**src/rtl/fifo_wr_arb.sv**
```systemverilog
// fifo_wr_arb: round-robin write arbiter that funnels NUM_REQ producers into a
// single FIFO write port, with one write in flight and retry on rejection.
//
// Optional feature: define FIFO_WR_ARB_STATS_EN to add the retry_cnt output.
//
// Ports:
//   clk, rst_n  - clock (rising edge), asynchronous active-low reset
//   req         - per-producer write request (level, held until gnt)
//   req_data    - producer words, slice i = [i*FIFO_WIDTH +: FIFO_WIDTH]
//   gnt         - one-hot pulse: producer's word was acknowledged by the FIFO
//   wr_en       - FIFO write enable (registered, never two cycles in a row)
//   data_in     - FIFO write data (registered, held while wr_en is low)
//   full        - FIFO full flag
//   wr_ack      - FIFO write acknowledge, the cycle after wr_en
//   overflow    - FIFO rejected the write, the cycle after wr_en
//   busy        - high whenever the arbiter is not idle
//   retry_cnt   - (FIFO_WR_ARB_STATS_EN only) saturating count of retries
module fifo_wr_arb #(
   parameter int unsigned FIFO_WIDTH = 16,
   parameter int unsigned NUM_REQ    = 4
) (
   input  logic                          clk,
   input  logic                          rst_n,
   input  logic [NUM_REQ-1:0]            req,
   input  logic [NUM_REQ*FIFO_WIDTH-1:0] req_data,
   output logic [NUM_REQ-1:0]            gnt,
   output logic                          wr_en,
   output logic [FIFO_WIDTH-1:0]         data_in,
   input  logic                          full,
   input  logic                          wr_ack,
   input  logic                          overflow,
   output logic                          busy
`ifdef FIFO_WR_ARB_STATS_EN
   ,
   output logic [15:0]                   retry_cnt
`endif
);

   localparam int unsigned IDX_W = (NUM_REQ > 1) ? $clog2(NUM_REQ) : 1;

   typedef enum logic [1:0] {
      IDLE     = 2'd0,
      ISSUE    = 2'd1,
      WAIT_ACK = 2'd2,
      RETRY    = 2'd3
   } state_t;

   state_t                  r_state;
   logic [IDX_W-1:0]        r_idx;
   logic [IDX_W-1:0]        r_rr_ptr;
   logic [NUM_REQ-1:0]      r_gnt;
   logic                    r_wr_en;
   logic [FIFO_WIDTH-1:0]   r_data_in;
   logic                    r_busy;

   logic [NUM_REQ-1:0]      w_req_eff;
   logic                    w_found;
   logic [IDX_W-1:0]        w_win;
   logic [IDX_W-1:0]        w_cand;
   logic [FIFO_WIDTH-1:0]   w_win_data;
   logic [IDX_W-1:0]        w_rr_next;
   logic                    w_accepted;

   // A producer sees gnt one cycle before it can drop req; mask it so the
   // just-granted word is not written a second time.
   always_comb begin
      w_req_eff = req & ~r_gnt;
      w_found   = 1'b0;
      w_win     = '0;
      w_cand    = '0;
      for (int unsigned i = 0; i < NUM_REQ; i++) begin
         w_cand = IDX_W'((32'(r_rr_ptr) + i) % NUM_REQ);
         if (!w_found && w_req_eff[w_cand]) begin
            w_found = 1'b1;
            w_win   = w_cand;
         end
      end
   end

   // Winner word, next round-robin pointer and write acceptance
   always_comb begin
      w_win_data = req_data[32'(w_win)*FIFO_WIDTH +: FIFO_WIDTH];
      w_rr_next  = IDX_W'((32'(r_idx) + 32'd1) % NUM_REQ);
      // An ack that arrives together with overflow is not trusted as accepted.
      w_accepted = wr_ack && !overflow;
   end

   // Arbiter FSM with registered outputs
   always_ff @(posedge clk or negedge rst_n) begin
      if (!rst_n) begin
         r_state   <= IDLE;
         r_idx     <= '0;
         r_rr_ptr  <= '0;
         r_gnt     <= '0;
         r_wr_en   <= 1'b0;
         r_data_in <= '0;
         r_busy    <= 1'b0;
      end else begin
         r_gnt   <= '0;
         r_wr_en <= 1'b0;
         case (r_state)
            IDLE: begin
               if (w_found && !full) begin
                  r_idx     <= w_win;
                  r_data_in <= w_win_data;
                  r_wr_en   <= 1'b1;
                  r_busy    <= 1'b1;
                  r_state   <= ISSUE;
               end
            end
            ISSUE: begin
               r_state <= WAIT_ACK;
            end
            WAIT_ACK: begin
               if (w_accepted) begin
                  r_gnt    <= NUM_REQ'(1) << r_idx;
                  r_rr_ptr <= w_rr_next;
                  r_busy   <= 1'b0;
                  r_state  <= IDLE;
               end else begin
                  r_state <= RETRY;
               end
            end
            RETRY: begin
               if (!full) begin
                  r_wr_en <= 1'b1;
                  r_state <= ISSUE;
               end
            end
            default: begin
               r_busy  <= 1'b0;
               r_state <= IDLE;
            end
         endcase
      end
   end

`ifdef FIFO_WR_ARB_STATS_EN
   logic [15:0] r_retry_cnt;

   // Saturating count of WAIT_ACK -> RETRY transitions
   always_ff @(posedge clk or negedge rst_n) begin
      if (!rst_n) begin
         r_retry_cnt <= '0;
      end else if (r_state == WAIT_ACK && !w_accepted && r_retry_cnt != 16'hFFFF) begin
         r_retry_cnt <= r_retry_cnt + 16'd1;
      end
   end

   assign retry_cnt = r_retry_cnt;
`endif

   assign gnt     = r_gnt;
   assign wr_en   = r_wr_en;
   assign data_in = r_data_in;
   assign busy    = r_busy;

endmodule

```
**config.mk**
```make
export PLATFORM = sky130hd
export DESIGN_NAME = fifo_wr_arb
export DESIGN_NICKNAME = d
export VERILOG_FILES = /design/src/rtl/fifo_wr_arb.sv
export SDC_FILE = /design/constraint.sdc
export NUM_CORES = 1
export LEC_CHECK = 0
export CELL_PAD_IN_SITES_DETAIL_PLACEMENT = 0
export CELL_PAD_IN_SITES_GLOBAL_PLACEMENT = 1
export CORE_MARGIN = 5
export CORE_UTILIZATION = 25
export DETAILED_ROUTE_END_ITERATION = 8
export PLACE_DENSITY_LB_ADDON = 0.3
export SYNTH_ARGS = -nofsm -noshare
export SYNTH_HDL_FRONTEND = slang
export SYNTH_SLANG_ARGS = --single-unit
export TNS_END_PERCENT = 1
```
**constraint.sdc**
```tcl
create_clock -name clk -period 3.85 [get_ports clk]
set_input_delay 0.77 -clock clk [delete_from_list [all_inputs] [get_ports clk]]
set_output_delay 0.77 -clock clk [all_outputs]
set_load 0.01 [all_outputs]
```
# Word-level counts from Yosys, hierarchy flattened
# Cells that the tools add are included.
[word_totals]
regBits = 28
input_bits = 73
out_inout_bits = 22
elab_cells = 69
[op_classes]
n_addsub = 4
magnitude_cmp = 4
n_eq_ne = 6
shifts = 2
mux = 28
n_bitwise = 2
reduce_logical = 16
[ops]
columns = ["op", "n"]
rows = [
  ["indexed part select 64 x 7 -> 16 bit", 1],
  ["two-way mux 2 bit", 7],
  ["< comparator 2 x 3 -> 1 bit (second input constant)", 4],
  ["two-way mux 1 bit", 12],
  ["binary-select mux 1 bit (select 2 bit)", 4],
  ["two-way mux 4 bit", 2],
  ["one-hot mux 2 bit (4 select lines)", 1],
  ["inequality test 2 bit (second input constant)", 3],
  ["AND reduction 2 bit", 3],
  ["logical AND 1 bit", 5],
  ["zero test 1 bit", 5],
  ["adder 2 x 1 -> 2 bit (second input constant)", 2],
  ["adder 2 bit (second input constant)", 2],
  ["AND 4 bit", 1],
  ["== test 2 bit (second input constant)", 2],
  ["inverter 4 bit", 1],
  ["one-hot mux 1 bit (2 select lines)", 2],
  ["<< shifter 1 x 2 -> 4 bit (first input constant)", 1],
  ["AND reduction 3 bit", 1],
  ["== test 2 x 1 -> 1 bit (second input constant)", 1],
  ["zero test 2 bit", 1],
  ["nonzero test 2 bit", 1],
]

# Longest topological paths before layout
# Gate-level depths: netlist of run 1.
[depth]
depth_word = 17
mapped_depth = 7
mapped_depth_nobuf = 6

# Least setup slack after synthesis of run 1
# Ideal clock, no wire load.
[synth_path]
path_kind = "input port to flip-flop"
from = "in req[0]"
to = "reg r_data_in[10], in the netlist data_in[10]"
setup_time_ns = 0.132
t_arrival_ns = 1.938
required_ns = 3.718
slack_ns = 1.780
stages = 5
path_buffers = 1
cell_sequence = "or4b_4 -> o211ai_4 -> buf_6 -> mux2i_1 -> o221ai_2"
[synth_between]
elab_chain_len = 15
word_cells_on_any_way = 26
classes_between = "1 x shift; 16 x mux; 1 x bitwise; 8 x reduce/logical"
[synth_rtl]
columns = ["item", "line", "rtl"]
rows = [
  ["start, declared", "24", "input logic [NUM_REQ-1:0] req,"],
  ["AND 4 bit *", "67", "w_req_eff = req & ~r_gnt;"],
  ["branches (longest 14 deep; another with binary-select mux 1 bit (select 2 bit))", "--", ""],
  ["end signal, assigned", "105", "r_data_in <= w_win_data;"],
  ["end, declared", "53", "logic [FIFO_WIDTH-1:0] r_data_in;"],
]
# Every way passes the cells marked *. The select of a mux whose other input is x is not followed.
# A chain may end at the register's enable or synchronous reset.

# Final worst setup path of run 1
[layout_path]
from = "in req[0]"
to = "reg r_data_in[12], in the netlist data_in[12]"
# The elaborated chain is that of the path after synthesis.

==> results.yml, run 1 <==
outcome:
  status: "completed"
layout:
  drive_gt1_frac: 0.105
  antennaDiodeCount: 0
  num-nets-final: 338
  final_cell_area_mm2: 0.00289
  mostFrequentLayoutCell: "clkdlybuf4s50_1"
  layout_common_cells: "94 x clkdlybuf4s50_1, 34 x mux2i_1, 28 x dfrtp_1"
  area_growth_pct: 58.7
synthesis:
  syn_nets: 242
  synth.ff_latch_count: 28
  syn_area_per_cell_um2: 11.3
  synthCells: 161
  ys_types: 32
  yosysWarnings: 0
  yosysSeqAreaShare: 0.385
  syn_area_mm2: 0.00182
global_routing:
  grt_max_degree: 29
  antenna_found_initial: 0
  grt_pass1_wl_mm: 8.22
  grt_usage: 0.116
  grt.overflow.total: 0
  first_global_vias: 1617
clocking:
  h-tree-depth: 1
  clock_latency_ns: 0.28
  clockBufferDepth: 2
  clkTransAtPathRegs_ns: 0.10
  cts.sinks: 28
  post-cts-setup-buffers: 0
  cts-buffers-inserted: 3
  ctsHoldBuffers: 0
  ctsResizeCount: 0
  cts_tree: "built"
  clockRootBuffer: "clkbuf_8"
drt:
  drc_errors: 0
  ant_nets: 0
  vias: 1552
  dr.pass1.iters: 4
  via_per_inst: 4.37
  drt-total-wl_mm: 5.32
  drt_iter0_drc: 44
  wire_per_inst_um: 15.0
sta:
  grt_setup_unrepaired: "false"
  fmax_ghz: 0.364
  final_hold_viol_count: 0
  period_share: 0.713
  relSlewSlack: 0.341
  setup_viol: 0
  fin_crit_ns: 2.75
  slew_viol_final: 0
  clock_skew_ns: 0.00278
  worstMarginPinSlew_ns: 0.983
  tns_ns: 0
  timing.hold.ws_ns: 0.498
worst_setup_path:
  path_max_fanout: 23
  worstPathArrival_ns: 2.90
  worstPathRequired_ns: 4.00
  crit_type: "in -> reg"
  start_kind: "input pin"
  cp-end-kind: "flip-flop"
die:
  die_area_mm2: 0.00909
  die_w_um: 95.4
  core-area_mm2: 0.00718
  die_y_um: 95.4
  ioPinCount: 95
  initial_core_util: 0.254
  rows: 31
pwr:
  power.switching_uw: 575
  pwr-share-comb: 0.555
  p_seq_frac: 0.320
  p_leak_uw: 0.00128
  intPower_uw: 966
  sw_frac_of_total: 0.373
  peakVddDrop_v: 0.000194
  power.density_mw_per_mm2: 533
  p_clk_frac: 0.124
run:
  cap_viol_max_count: 0
placed_design:
  dpl.hpwl_mm: 4.02
  placed_area_mm2: 0.00284
  gp_congestion: 0.831
  numPortBuffers: 94
worst_hold_path:
  hold_path.class: "reg -> reg"
## cell families (layout without fill, tap and decap cells)
kind of cell / Yosys count / count (layout) / synth area share
adders and majority gates: 8 / 8 / 0.0549
AOI/OAI and AO/OA: 29 / 29 / 0.177
buffers and inverters: 15 / 110 / 0.0625
muxes: 35 / 35 / 0.193
DFF: 28 / 28 / 0.385
and+or+nand+nor: 46 / 46 / 0.128
## metrics by stage
| step | total power [uW] | setup slack [ns] | util | cells |
|---|---|---|---|---|
| after detailed placement | 1370 | 0.773 | 0.395 | 351 |
| after CTS | 1570 | 1.10 | 0.403 | 355 |
| final | 1540 | 1.10 | 0.403 | 355 |
| after global routing | 1670 | 0.984 | 0.403 | 355 |
| after floorplan | 1040 | 1.78 | - | 161 |
| after global placement | 1370 | 0.853 | 0.395 | 351 |
## power by group through the flow
stage                     Sequential (uW)  Combinational, uW  Clock, uW
after floorplan                       526                510          0
final                                 494                856        192
after detailed placement              497                877          0
after global routing                  511                951        205
after CTS                             495                876        203
after global placement                499                867          0
## worst paths after layout
check / cells after the start / slack [ns] / start / endpoint
setup / recovery: 7 / 1.10 / req[0] / data_in[12]
hold reg to reg: 2 / 0.50 / data_in[8] / data_in[8]
setup reg to reg: 6 / 1.57 / r_rr_ptr[1] / data_in[12]
max in group asynchronous: 2 / 2.71 / rst_n / gnt[1]
hold / removal: 2 / 0.50 / data_in[8] / data_in[8]
min in group asynchronous: 2 / 0.86 / rst_n / r_state[0]
## synth_stat cells
master / instances / area share
a21boi_0: 1 / 0.0041
a21o_1: 1 / 0.0041
a21oi_1: 4 / 0.011
a311o_1: 1 / 0.0055
and2_1: 4 / 0.014
buf_12: 1 / 0.011
buf_4: 1 / 0.0041
buf_6: 2 / 0.012
buf_8: 2 / 0.016
clkbuf_1: 2 / 0.0041
dfrtp_1: 28 / 0.38
ha_1: 8 / 0.055
inv_1: 7 / 0.014
mux2_2: 1 / 0.0062
mux2i_1: 34 / 0.19
nand2_1: 24 / 0.049
nand2b_1: 3 / 0.010
nand3_2: 1 / 0.0055
nand3b_1: 1 / 0.0041
nor2_1: 3 / 0.0062
nor2b_1: 4 / 0.014
nor3_1: 2 / 0.0055
nor3b_1: 1 / 0.0041
o211ai_4: 1 / 0.012
o21ai_0: 3 / 0.0082
o21ai_2: 1 / 0.0048
o221ai_1: 3 / 0.014
o221ai_2: 13 / 0.11
o41a_1: 1 / 0.0062
or2_1: 1 / 0.0034
or2b_1: 1 / 0.0041
or4b_4: 1 / 0.0076
## final cells by class
class | instances | area [um2]
inverter | 7 | 26.3
sequential | 28 | 701
multi-input combinational | 118 | 1010
timing repair buffer | 99 | 978
tap | 99 | 124
fill | 704 | 4280
clock buffer | 4 | 55.1
## layer usage
| metal | GRT usage | vias up | wire [um] |
|---|---|---|---|
| met5 | 0 | - | 0 |
| met4 | 0.0337 | 0 | 44 |
| met3 | 0.0260 | 2 | 471 |
| met2 | 0.189 | 61 | 2470 |
| met1 | 0.153 | 715 | 2340 |
| li1 | - | 774 | - |
## registers in the layout (all words and copies together) (netlist names)
| register | count |
|---|---|
| gnt | 4 |
| r_idx | 2 |
| data_in | 16 |
| busy | 1 |
| r_rr_ptr | 2 |
| r_state | 2 |
| wr_en | 1 |
## critical path, stage by stage
cell             delay, ns
clkdlybuf4s50_1       0.50
nand3b_1              0.12
a311o_1               0.41
o211ai_4              0.41
buf_4                 0.31
mux2i_1               0.25
o221ai_2              0.12
Note: power is estimated with default switching activity, not from simulation.
==> run 2, diff against run 1 <==
==> constraint.sdc (replaced) <==
create_clock -name clk -period 2.4 [get_ports clk]
set_input_delay 0.48 -clock clk [delete_from_list [all_inputs] [get_ports clk]]
set_output_delay 0.48 -clock clk [all_outputs]
set_load 0.01 [all_outputs]
==> results.yml, run 2 (synthesized netlist as in run 1, its figures left out) <==
die:
  core-area_mm2: 0.00718
  die_area_mm2: 0.00909
  die_w_um: 95.4
  die_y_um: 95.4
  ioPinCount: 95
  rows: 31
  initial_core_util: 0.254
drt:
  drt_iter0_drc: 63
  vias: 1567
  ant_nets: 0
  via_per_inst: 4.38
  drt-total-wl_mm: 5.27
  drc_errors: 0
  wire_per_inst_um: 14.7
  dr.pass1.iters: 4
worst_setup_path:
  path_max_fanout: 16
  start_kind: "input pin"
  cp_top_family: "simple AND/OR/NAND/NOR gates"
  worstPathRequired_ns: 2.60
  crit_slowest_cell: "clkdlybuf4s50_1"
  worstPathArrival_ns: 2.25
  max_stage_delay_ns: 0.50
  cp-end-kind: "flip-flop"
  crit_chain: "clkdlybuf4s50_1 -> or4b_4 -> o21ai_2 -> nor3_1 -> or2_1 -> buf_12 -> o221ai_1"
  crit_type: "in -> reg"
  timing.critical_path.buf_inv: 2
clocking:
  clock_latency_ns: 0.28
  cts.sinks: 28
  clkTransAtPathRegs_ns: 0.11
  clockRootBuffer: "clkbuf_8"
  clockBufferDepth: 2
  h-tree-depth: 1
  ctsHoldBuffers: 0
  cts_tree: "built"
  ctsResizeCount: 0
  cts-buffers-inserted: 3
  post-cts-setup-buffers: 0
sta:
  setup_viol: 0
  slew_viol_final: 0
  clock_skew_ns: 0.00646
  final_hold_viol_count: 0
  relSlewSlack: 0.740
  fmax_ghz: 0.486
  period_share: 0.858
  worstMarginPinSlew_ns: 0.390
  tns_ns: 0
  grt_setup_unrepaired: "false"
  fin_crit_ns: 2.06
outcome:
  status: "completed"
layout:
  layout_common_cells: "94 x clkdlybuf4s50_1, 34 x mux2i_1, 28 x dfrtp_1"
  num-nets-final: 341
  antennaDiodeCount: 0
  largest_reg_flops: 16
  fin_cells: 358
  drive_gt1_frac: 0.116
  area_growth_pct: 64.3
  mostFrequentLayoutCell: "clkdlybuf4s50_1"
global_routing:
  antenna_found_initial: 0
  grt_pass1_wl_mm: 8.15
  grt_max_degree: 29
  first_global_vias: 1612
  grt_usage: 0.116
  grt.overflow.total: 0
pwr:
  p_leak_uw: 0.00133
  intPower_uw: 1690
  pwr-share-comb: 0.553
  p_seq_frac: 0.300
  power.density_mw_per_mm2: 879
  total_power_uw: 2630
  sw_frac_of_total: 0.358
  p_clk_frac: 0.147
  peakVddDrop_v: 0.000297
  power.switching_uw: 942
placed_design:
  gp_congestion: 0.812
  numPortBuffers: 94
  dpl.hpwl_mm: 4.07
  dp_cells: 354
run:
  cap_viol_max_count: 0
worst_hold_path:
  hold_path.class: "reg -> reg"
[run 2: stage by stage]
stage	hold slack, ns	cell area, um2	setup WS [ns]	utilization
after floorplan	0.184	1820	0.608	-
after global placement	0.471	2920	0.0681	0.407
after detailed placement	0.474	2920	0.0225	0.407
after CTS	0.500	2990	0.340	0.417
after global routing	0.527	2990	0.269	0.417
final	0.498	2990	0.341	0.417
[run 2: worst register-to-register path: stages (launching register included)]
cell and delay (ns):
dfrtp_1 0.48, or4b_4 0.54, o21ai_2 0.08, nor3_1 0.09, or2_1 0.24, buf_12 0.17, o221ai_1 0.19
[run 2: final timing paths]
path,from,endpoint,slack [ns],depth (start not counted)
worst max-delay path,req[0],data_in[13],0.34,7
worst min-delay path,data_in[2],data_in[2],0.50,2
worst max register to register,r_rr_ptr[1],data_in[13],0.52,6
worst min register to register,data_in[2],data_in[2],0.50,2
max in group asynchronous,rst_n,data_in[5],1.54,2
min in group asynchronous,rst_n,gnt[3],0.57,2
[run 2: area by class of cell]
type	instances	area, um2
inverter	7	26.3
fill	692	4180
clock buffer	3	41.3
multi-input combinational	118	1010
timing repair buffer	102	1060
clock inverter	1	30.0
sequential	28	701
tap	99	124
[run 2: layer usage]
| layer | up-vias | GRT usage | part of all wire |
|---|---|---|---|
| li1 | 777 | - | - |
| met1 | 730 | 0.158 | 0.46 |
| met2 | 58 | 0.184 | 0.45 |
| met3 | 2 | 0.0260 | 0.085 |
| met4 | 0 | 0.0288 | 0.0089 |
| met5 | - | 0 | 0 |
[run 2: power by group through the flow]
| stage | sequential (uW) | clock, uW | combinational, uW |
|---|---|---|---|
| 4_1_cts | 791 | 404 | 1490 |
| 2_1_floorplan | 843 | 0 | 818 |
| 3_5_place_dp | 794 | 0 | 1490 |
| 3_3_place_gp | 800 | 0 | 1470 |
| 5_1_grt | 815 | 423 | 1600 |
| 6_report | 789 | 386 | 1460 |
==> run 3, diff against run 2 <==
==> constraint.sdc (replaced) <==
create_clock -name clk -period 2.4 [get_ports clk]
set_input_delay 0.72 -clock clk [delete_from_list [all_inputs] [get_ports clk]]
set_output_delay 0.72 -clock clk [all_outputs]
set_load 0.01 [all_outputs]
==> results.yml, run 3 (synthesized netlist as in run 1, its figures left out) <==
outcome:
  status: "completed"
layout:
  area_growth_pct: 65.5
  fin_cells: 361
  drive_gt1_frac: 0.126
  largest_reg_flops: 16
  num-nets-final: 344
  mostFrequentLayoutCell: "clkdlybuf4s50_1"
  fillCellCount: 701
  layout_common_cells: "94 x clkdlybuf4s50_1, 34 x mux2i_1, 28 x dfrtp_1"
  antennaDiodeCount: 0
worst_setup_path:
  r2r-end: "data_in[1]"
  path_max_fanout: 17
  worstPathArrival_ns: 2.44
  crit_path_end: "data_in[1]"
  worstPathRequired_ns: 2.57
  max_stage_delay_ns: 0.50
  cp-end-kind: "flip-flop"
  crit_chain: "clkdlybuf4s50_1 -> or4b_4 -> o211ai_4 -> buf_12 -> mux2i_1 -> o221ai_2"
  crit_slowest_cell: "clkdlybuf4s50_1"
  r2r_cells: 5
  worstSetupStartpoint: "req[0]"
  rr_startpoint: "r_rr_ptr[0]"
  crit_type: "in -> reg"
  r2r_slack_ns: 0.55
  start_kind: "input pin"
run:
  cap_viol_max_count: 0
sta:
  clock_skew_ns: 0.00397
  final_hold_viol_count: 0
  fin_crit_ns: 2.27
  grt_setup_unrepaired: "false"
  period_share: 0.946
  slew_viol_final: 0
  relSlewSlack: 0.743
  timing.hold.ws_ns: 0.499
  fmax_ghz: 0.440
  setup_viol: 0
  worstMarginPinSlew_ns: 0.386
die:
  ioPinCount: 95
  initial_core_util: 0.254
  die_area_mm2: 0.00909
  rows: 31
  die_w_um: 95.4
  die_y_um: 95.4
  core-area_mm2: 0.00718
pwr:
  peakVddDrop_v: 0.000311
  power.density_mw_per_mm2: 876
  p_leak_uw: 0.00134
drt:
  via_per_inst: 4.40
  ant_nets: 0
  drt-total-wl_mm: 5.33
  drc_errors: 0
  vias: 1588
  dr.pass1.iters: 4
  drt_iter0_drc: 52
  wire_per_inst_um: 14.8
global_routing:
  grt_max_degree: 29
  grt.overflow.total: 0
  grt_pass1_wl_mm: 8.23
  antenna_found_initial: 0
  first_global_vias: 1652
  grt_usage: 0.117
clocking:
  ctsResizeCount: 0
  clkTransAtPathRegs_ns: 0.11
  clockBufferDepth: 2
  ctsHoldBuffers: 0
  cts_tree: "built"
  post-cts-setup-buffers: 0
  clock_latency_ns: 0.28
  cts-buffers-inserted: 3
  h-tree-depth: 1
  clockRootBuffer: "clkbuf_8"
  cts.sinks: 28
placed_design:
  dp_cells: 357
  numPortBuffers: 94
  dpl.hpwl_mm: 4.15
  gp_congestion: 0.713
worst_hold_path:
  hold_path.class: "reg -> reg"
  worstHoldStart: "data_in[1]"
==> run 3: layout make-up <==
class | count | area [um2] | area share
clock buffer | 3 | 41.3 | 0.0137
clock inverter | 1 | 30.0 | 0.00996
timing repair buffer | 105 | 1090 | 0.360
sequential | 28 | 701 | 0.232
tap | 99 | 124 | 0.0411
inverter | 7 | 26.3 | 0.00871
multi-input combinational | 118 | 1010 | 0.334
==> run 3: report_power, final <==
part           switching [uW]  internal [uW]  leakage, uW
Clock                     169            224    0.0000357
Sequential                133            658     0.000352
Combinational             644            816     0.000952
==> run 3: how the worst min path moves through the flow <==
stage | end | slack, ns | cells after the start
6_report | data_in[1] | 0.50 | 2
5_1_grt | data_in[1] | 0.52 | 2
4_1_cts | data_in[7] | 0.50 | 2
3_5_place_dp | data_in[10] | 0.48 | 2
3_3_place_gp | data_in[1] | 0.47 | 2
2_1_floorplan | busy | 0.42 | 0
==> run 3: metal layers <==
layer,vias up,part of all wire,GRT usage,routed length [um]
li1,789,-,-,-
met1,732,0.45,0.154,2370
met2,60,0.45,0.185,2400
met3,7,0.084,0.0292,446
met4,0,0.020,0.0445,106
met5,-,0,0,0
==> run 3: per-stage QoR <==
step                setup WS (ns)  setup TNS, ns   util  cell area [um2]  total power [uW]
floorplan                   0.380              0      -             1820              1660
global route               0.0405              0  0.420             3020              2860
detailed placement         -0.210          -2.87  0.410             2940              2300
CTS                         0.107              0  0.420             3020              2700
finish                      0.130              0  0.420             3020              2640
global placement           -0.173          -2.58  0.410             2940              2280
==> run 3: worst max-delay path: cells and delay by family <==
| kind | cells | cell delay [ns] |
|---|---|---|
| buffers and inverters | 2 | 0.71 |
| AOI/OAI and AO/OA | 2 | 0.26 |
| muxes | 1 | 0.25 |
| and+or+nand+nor | 1 | 0.50 |
